File: src/rtl/aes_pkg.sv
// Shared definitions for the AES session controllers: frame layout, header
// codes, key-size configuration, FSM states and error codes.
package aes_pkg;

  localparam int FRAME_W = 258;
  localparam int HDR_LO  = 0;
  localparam int HDR_W   = 2;
  localparam int KEY_LO  = 2;
  localparam int KEY_W   = 256;
  localparam int MSG_LO  = 130;
  localparam int MSG_W   = 128;

  typedef enum logic [1:0] {
    HDR_128 = 2'b00,
    HDR_192 = 2'b01,
    HDR_256 = 2'b10,
    HDR_MSG = 2'b11
  } hdr_e;

  typedef enum logic [2:0] {
    S_KEY    = 3'd0,
    S_EXPAND = 3'd1,
    S_MSG    = 3'd2,
    S_RUN    = 3'd3,
    S_DONE   = 3'd4
  } state_e;

  typedef enum logic [1:0] {
    ERR_NONE = 2'b00,
    ERR_SIZE = 2'b01,
    ERR_TMO  = 2'b10,
    ERR_OVR  = 2'b11
  } err_e;

  typedef struct packed {
    logic [3:0] nk;
    logic [3:0] nr;
  } cfg_t;

  localparam cfg_t CFG_128 = '{nk: 4'd4, nr: 4'd10};
  localparam cfg_t CFG_192 = '{nk: 4'd6, nr: 4'd12};
  localparam cfg_t CFG_256 = '{nk: 4'd8, nr: 4'd14};

  // Message-only headers fall back to the 128-bit pair; callers never load it.
  function automatic cfg_t hdr_cfg(input logic [1:0] hdr);
    case (hdr)
      HDR_192: return CFG_192;
      HDR_256: return CFG_256;
      default: return CFG_128;
    endcase
  endfunction

endpackage

File: src/rtl/aes_session_ctrl_if.sv
// Frame-side and cipher-side signals of the session controller.
interface aes_session_ctrl_if;
  import aes_pkg::*;

  logic               frame_done;
  logic [0:FRAME_W-1] frame;
  logic               err_clr;
  logic [3:0]         nk;
  logic [3:0]         nr;
  logic [255:0]       key;
  logic [127:0]       init;
  logic               cipher_cs;
  logic               cipher_flag;
  logic [127:0]       cipher_out;
  logic [127:0]       tx;
  logic               tx_valid;
  logic               busy;
  logic [1:0]         err_code;

  modport master (
    output frame_done, frame, err_clr, cipher_flag, cipher_out,
    input  nk, nr, key, init, cipher_cs, tx, tx_valid, busy, err_code
  );

  modport slave (
    input  frame_done, frame, err_clr, cipher_flag, cipher_out,
    output nk, nr, key, init, cipher_cs, tx, tx_valid, busy, err_code
  );
endinterface

File: src/rtl/aes_session_ctrl.sv
// Sequences SPI key/message frames into KeyExpansion/Cipher runs, with
// expansion settle, cipher timeout, key reuse and sticky error reporting.
module aes_session_ctrl
  import aes_pkg::*;
#(
  parameter int EXP_WAIT = 4,
  parameter int TIMEOUT  = 64,
  parameter int CW       = 7
) (
  input  logic clk,
  input  logic rst,
  aes_session_ctrl_if.slave bus
);

  state_e        state, state_d;
  err_e          err_new;
  logic          fd_q, fe, pend, is_msg, exp_end, run_tmo, load_key, load_msg;
  logic [CW-1:0] cnt;
  logic [1:0]    hdr;
  cfg_t          cfg;

  assign fe      = bus.frame_done & ~fd_q;
  assign hdr     = bus.frame[HDR_LO +: HDR_W];
  assign is_msg  = (hdr == HDR_MSG);
  assign cfg     = hdr_cfg(hdr);
  assign exp_end = (cnt == CW'(EXP_WAIT - 1));
  assign run_tmo = (cnt == CW'(TIMEOUT - 1));

  assign load_key = fe & ~is_msg & ((state == S_KEY) | (state == S_DONE));
  assign load_msg = fe & ((state == S_EXPAND) | (state == S_MSG) |
                          ((state == S_DONE) & is_msg));

  always_ff @(posedge clk or posedge rst)
    if (rst) state <= S_KEY;
    else     state <= state_d;

  // A message arriving on the last settle cycle still counts as pending.
  always_comb begin
    state_d = state;
    err_new = ERR_NONE;
    unique case (state)
      S_KEY: begin
        if (fe && is_msg)  err_new = ERR_SIZE;
        if (fe && !is_msg) state_d = S_EXPAND;
      end
      S_EXPAND: begin
        if (fe && pend) err_new = ERR_OVR;
        if (exp_end)    state_d = (pend || fe) ? S_RUN : S_MSG;
      end
      S_MSG:
        if (fe) state_d = S_RUN;
      S_RUN: begin
        if (fe) err_new = ERR_OVR;
        if (bus.cipher_flag) state_d = S_DONE;
        else if (run_tmo) begin
          state_d = S_KEY;
          err_new = ERR_TMO;
        end
      end
      S_DONE:
        if (fe) state_d = is_msg ? S_RUN : S_EXPAND;
      default: state_d = S_KEY;
    endcase
  end

  always_comb begin
    bus.cipher_cs = (state == S_RUN);
    bus.busy      = (state == S_EXPAND) || (state == S_RUN);
  end

  always_ff @(posedge clk or posedge rst)
    if (rst) begin
      fd_q         <= 1'b0;
      pend         <= 1'b0;
      cnt          <= '0;
      bus.nk       <= CFG_128.nk;
      bus.nr       <= CFG_128.nr;
      bus.key      <= '0;
      bus.init     <= '0;
      bus.tx       <= '0;
      bus.tx_valid <= 1'b0;
      bus.err_code <= ERR_NONE;
    end else begin
      fd_q <= bus.frame_done;

      // Counter restarts on every state change, so entry to EXPAND/RUN sees 0.
      if (state_d != state)                        cnt <= '0;
      else if (state == S_EXPAND || state == S_RUN) cnt <= cnt + 1'b1;

      if (state == S_RUN)              pend <= 1'b0;
      else if (state == S_EXPAND && fe) pend <= 1'b1;

      if (load_key) begin
        bus.nk  <= cfg.nk;
        bus.nr  <= cfg.nr;
        bus.key <= bus.frame[KEY_LO +: KEY_W];
      end
      if (load_msg) bus.init <= bus.frame[MSG_LO +: MSG_W];

      if (state == S_RUN && bus.cipher_flag) begin
        bus.tx       <= bus.cipher_out;
        bus.tx_valid <= 1'b1;
      end else if (state == S_DONE && fe) begin
        bus.tx_valid <= 1'b0;
      end

      if (err_new != ERR_NONE) bus.err_code <= err_new;
      else if (bus.err_clr)    bus.err_code <= ERR_NONE;
    end

endmodule

File: src/flat_wrapper.sv
// flat-port wrapper written by rule: the top's interface ports become plain ports
module aes_session_ctrl_flat import aes_pkg::*;
#(
  parameter int EXP_WAIT = 4,
  parameter int TIMEOUT  = 64,
  parameter int CW       = 7
)
  (clk, rst, bus_frame_done, bus_frame, bus_err_clr, bus_cipher_flag, bus_cipher_out, bus_nk, bus_nr, bus_key, bus_init, bus_cipher_cs, bus_tx, bus_tx_valid, bus_busy, bus_err_code);
  aes_session_ctrl_if bus_i ();
  input  logic clk;
  input  logic rst;
  input wire logic [$bits(bus_i.frame_done)-1:0] bus_frame_done;
  input wire logic [$bits(bus_i.frame)-1:0] bus_frame;
  input wire logic [$bits(bus_i.err_clr)-1:0] bus_err_clr;
  input wire logic [$bits(bus_i.cipher_flag)-1:0] bus_cipher_flag;
  input wire logic [$bits(bus_i.cipher_out)-1:0] bus_cipher_out;
  output wire logic [$bits(bus_i.nk)-1:0] bus_nk;
  output wire logic [$bits(bus_i.nr)-1:0] bus_nr;
  output wire logic [$bits(bus_i.key)-1:0] bus_key;
  output wire logic [$bits(bus_i.init)-1:0] bus_init;
  output wire logic [$bits(bus_i.cipher_cs)-1:0] bus_cipher_cs;
  output wire logic [$bits(bus_i.tx)-1:0] bus_tx;
  output wire logic [$bits(bus_i.tx_valid)-1:0] bus_tx_valid;
  output wire logic [$bits(bus_i.busy)-1:0] bus_busy;
  output wire logic [$bits(bus_i.err_code)-1:0] bus_err_code;
  assign bus_i.frame_done = bus_frame_done;
  assign bus_i.frame = bus_frame;
  assign bus_i.err_clr = bus_err_clr;
  assign bus_i.cipher_flag = bus_cipher_flag;
  assign bus_i.cipher_out = bus_cipher_out;
  assign bus_nk = bus_i.nk;
  assign bus_nr = bus_i.nr;
  assign bus_key = bus_i.key;
  assign bus_init = bus_i.init;
  assign bus_cipher_cs = bus_i.cipher_cs;
  assign bus_tx = bus_i.tx;
  assign bus_tx_valid = bus_i.tx_valid;
  assign bus_busy = bus_i.busy;
  assign bus_err_code = bus_i.err_code;
  aes_session_ctrl #(.EXP_WAIT(EXP_WAIT), .TIMEOUT(TIMEOUT), .CW(CW)) u_core (.clk(clk), .rst(rst), .bus(bus_i));
endmodule
File: config.mk
export PLATFORM = sky130hd
export DESIGN_NAME = aes_session_ctrl_flat
export DESIGN_NICKNAME = d
export VERILOG_FILES = /design/src/rtl/aes_pkg.sv /design/src/rtl/aes_session_ctrl_if.sv /design/src/rtl/aes_session_ctrl.sv /design/src/flat_wrapper.sv
export SDC_FILE = /design/constraint.sdc
export NUM_CORES = 1
export LEC_CHECK = 0
export CELL_PAD_IN_SITES_DETAIL_PLACEMENT = 1
export CELL_PAD_IN_SITES_GLOBAL_PLACEMENT = 2
export CORE_AREA = 3 3 355 357
export DETAILED_ROUTE_END_ITERATION = 10
export DIE_AREA = 0 0 358 360
export PLACE_DENSITY = 0.52
export SLEW_MARGIN = 25
export SYNTH_ARGS = -nofsm -noshare
export SYNTH_HDL_FRONTEND = slang
export SYNTH_SLANG_ARGS = --single-unit
File: constraint.sdc
create_clock -name clk -period 30.2 [get_ports clk]
set_input_delay 6.04 -clock clk [delete_from_list [all_inputs] [get_ports clk]]
set_output_delay 6.04 -clock clk [all_outputs]
set_load 0.01 [all_outputs]
==> results.toml <==
[min_path]
hold_class = "reg -> reg"
worstHoldStart = "u_core.bus.nk[2]"

[synth]
synth_mux_area_share_pct = 28.4
yosysTopAreaCell = "dfrtp_1"
yosysSeqAreaShare_pct = 65.4
synth_top_area_share_pct = 65.2
synth.distinct_cells = 48
synth_area_leaders = "dfrtp_1, mux2_2, buf_6, mux2_1, buf_2"
syn_area_um2 = 20300
synth_seq_cells = 532
yosysWarnings = 0
synth_async_sr_flop_share_pct = 100
synth_top_family_by_area = "multiplexers"
syn_inst = 1208
synth_compound_gate_area_share_pct = 1.26
synth_edf_count = 0
yosys.area_share.simple_pct = 1.24
synth_fa_ha_area_share_pct = 0.369
synth_xor_area_share_pct = 0.215
synth_ff_type = "dfrtp_1"
synth_area_per_cell_um2 = 16.8

[worst_setup_path]
crit_chain = "clkdlybuf4s50_1 > clkinv_8 > buf_4 > buf_4 > buf_4"
end_kind = "asynchronous set/reset pin"
crit_path_start = "rst"
worst_path_most_repeated_cell = "buf_4"
criticalPathCategory = "in -> async"
cp.required_ns = 30.80
crit_path_max_fanout = 133
critPathSlowestCell = "buf_4"
max_stage_delay_ns = 0.82
critPathLaunchType = "input pin"
cp.arrival_ns = 9.74
rr_startpoint = "u_core.state[1]"

[layout]
nets = 2539
syn_to_final_growth_pct = 64.9
drive_gt1_share_pct = 28.6
layoutNonFillerInstCount = 3850
finish.utilization_pct = 27.2

[run_status]
status = "finished clean"

[floorplanning]
core-area_um2 = 123000
io_pins = 916
start_util_pct = 16.5
rows = 129
die_w_um = 358
die_h_um = 360
die_area_um2 = 129000

[drt]
dr.pass1.iters = 4
vias_per_cell = 3.67
avgRoutedWirePerCell_um = 23.1
routed_wl_um = 89000
drt_iter0_markers = 504
antenna_left = 0
routed-via-count = 14100
drc_errors = 0

[global_routing]
grt_pass1_wl_um = 123000
grt_pass1_vias = 16000
grt_usage_pct = 13.3
antenna_found_initial = 43
gr-total-overflow = 0
grt_max_degree = 145

[clock_network]
ctsHtreeMaxLevel = 3
cts_tree = "built"
cts_buffer_depth = 3
clock_latency_ns = 0.62
cts_resized = 0
cts_sinks = 532
post_cts_buffers = 0
clkTransAtPathRegs_ns = 0.06
hold_buffers = 0
cts_inserted_buffers = 71
root_buffer = "clkbuf_16"

[timing]
totalNegativeSetupSlack_ns = 0
worst_pin_slew_ns = 0.986
final-hold-violation-count = 0
period_share_pct = 30.3
max_freq_mhz = 109
rsz0062_at_grt = "false"
setup_slack_ns = 21.06
finalClockSkew_ns = 0.0244
period_needed_ns = 9.14
setup_viol = 0
maxSlewViolCount = 0
relSlewSlack_pct = 34.3

[pwr]
powerDensity_nw_per_um2 = 110
comb_power_share_pct = 42.6
peakVddDrop_mv = 0.0415
p_int_uw = 2510
clockPowerShare_pct = 23.3
p_sw_uw = 1190
p_leak_uw = 0.0138
seqPwrFrac_pct = 34.1
switching_share_pct = 32.1

[job]
drv_cap = 0

[placed_design]
dp.cells = 3705
gp_congestion = 0.803
dp_worst_setup_slack_ns = 20.08
dp_hpwl_um = 69100
io_buffers = 912
==> cells in the mapped netlist, drive strengths merged, types with 4 or more instances <==
cell type and n:
dfrtp 530, o21ai 6, buf 63, nand4 8, nor2 6, mux2 514, nor2b 4, nand2 8
a21oi 5, ha 6, xor2 4, nand2b 4, inv 6, a211oi 5
==> final cells by class <==
cell class,instances,area (um^2)
diodes,18,45.0
clock buffers,106,2120
clock inverters,20,278
fillers,13300,89800
inverters,7,38.8
multi-input cells,606,6450
flip-flops and latches,532,13300
well taps,1637,2050
repair buffers,924,9270
==> per-layer routing <==
metal	track usage, %	part of all wire (%)	vias to the layer above	wire length, um
li1	-	-	6197	-
met1	12.5	33	7154	29200
met2	24.6	52	589	46600
met3	6.49	11	160	9420
met4	5.31	3.8	40	3420
met5	0	0.29	-	261
==> power by group through the flow <==
stage,logic [uW],clock network (uW),registers (uW)
2_1_floorplan,448,0,1400
3_3_place_gp,1610,0,1250
3_5_place_dp,1620,0,1270
4_1_cts,1630,904,1260
5_1_grt,1670,935,1300
6_report,1570,862,1260
==> layout by cell type (no fill, tap or decap), types with 3 or more instances in the layout <==
| cell | count |
|---|---|
| inv_6 | 4 |
| o21ai_0 | 6 |
| nand4_1 | 8 |
| bufinv_16 | 4 |
| o31ai_1 | 3 |
| ha_1 | 6 |
| buf_4 | 8 |
| clkinv_2 | 8 |
| clkbuf_16 | 72 |
| xor2_1 | 4 |
| mux2_2 | 495 |
| clkbuf_1 | 15 |
| nand2_1 | 7 |
| inv_1 | 5 |
| mux2_1 | 19 |
| a211oi_1 | 5 |
| a211o_1 | 3 |
| a21oi_1 | 5 |
| nor2_1 | 6 |
| diode_2 | 18 |
| conb_1 | 3 |
| dfrtp_1 | 530 |
| clkinv_8 | 3 |
| clkdlybuf4s50_1 | 912 |
| nand2b_1 | 3 |
| nor2b_1 | 4 |
| clkbuf_8 | 19 |
==> path summary, 6_finish.rpt <==
kind	to	cells past startpoint	slack, ns
min	u_core.bus.nk[2]	2	0.49
min in group asynchronous	u_core.bus.init[53]	2	5.99
max reg2reg	u_core.bus.init[62]	6	27.05
max	u_core.bus.tx[77]	5	21.06
max in group clk	u_core.bus.init[62]	7	21.61
min reg2reg	u_core.bus.nk[2]	2	0.49
==> worst max-delay path, delay by kind of cell <==
family,cells,cell delay (ns)
buf+inv,5,3.36
==> through the flow <==
stage	cell area [um^2]	hold slack [ns]	total power, uW
after floorplan	20400	0.484	1850
after global placement	31100	0.477	2860
after detailed placement	31100	0.480	2890
after CTS	33500	0.493	3790
after global routing	33500	0.507	3910
final	33600	0.485	3690
==> state kept, by name (all words and copies together) (netlist names) <==
name                 flops
u_core.fd_q              1
u_core.cnt               7
u_core.pend              1
u_core.bus.tx          128
u_core.bus.err_code      2
u_core.bus.key         256
u_core.bus.nr            2
u_core.state             3
u_core.bus.tx_valid      1
u_core.bus.nk            3
u_core.bus.init        128
==> cell families after synthesis <==
logic type	after synthesis
simple gates	44
flops	532
mux	514
other cells	2
buf+inv	71
fa+ha+maj	6
compound gates	34
xor+xnor	5
(Power assumes the default switching activity.)
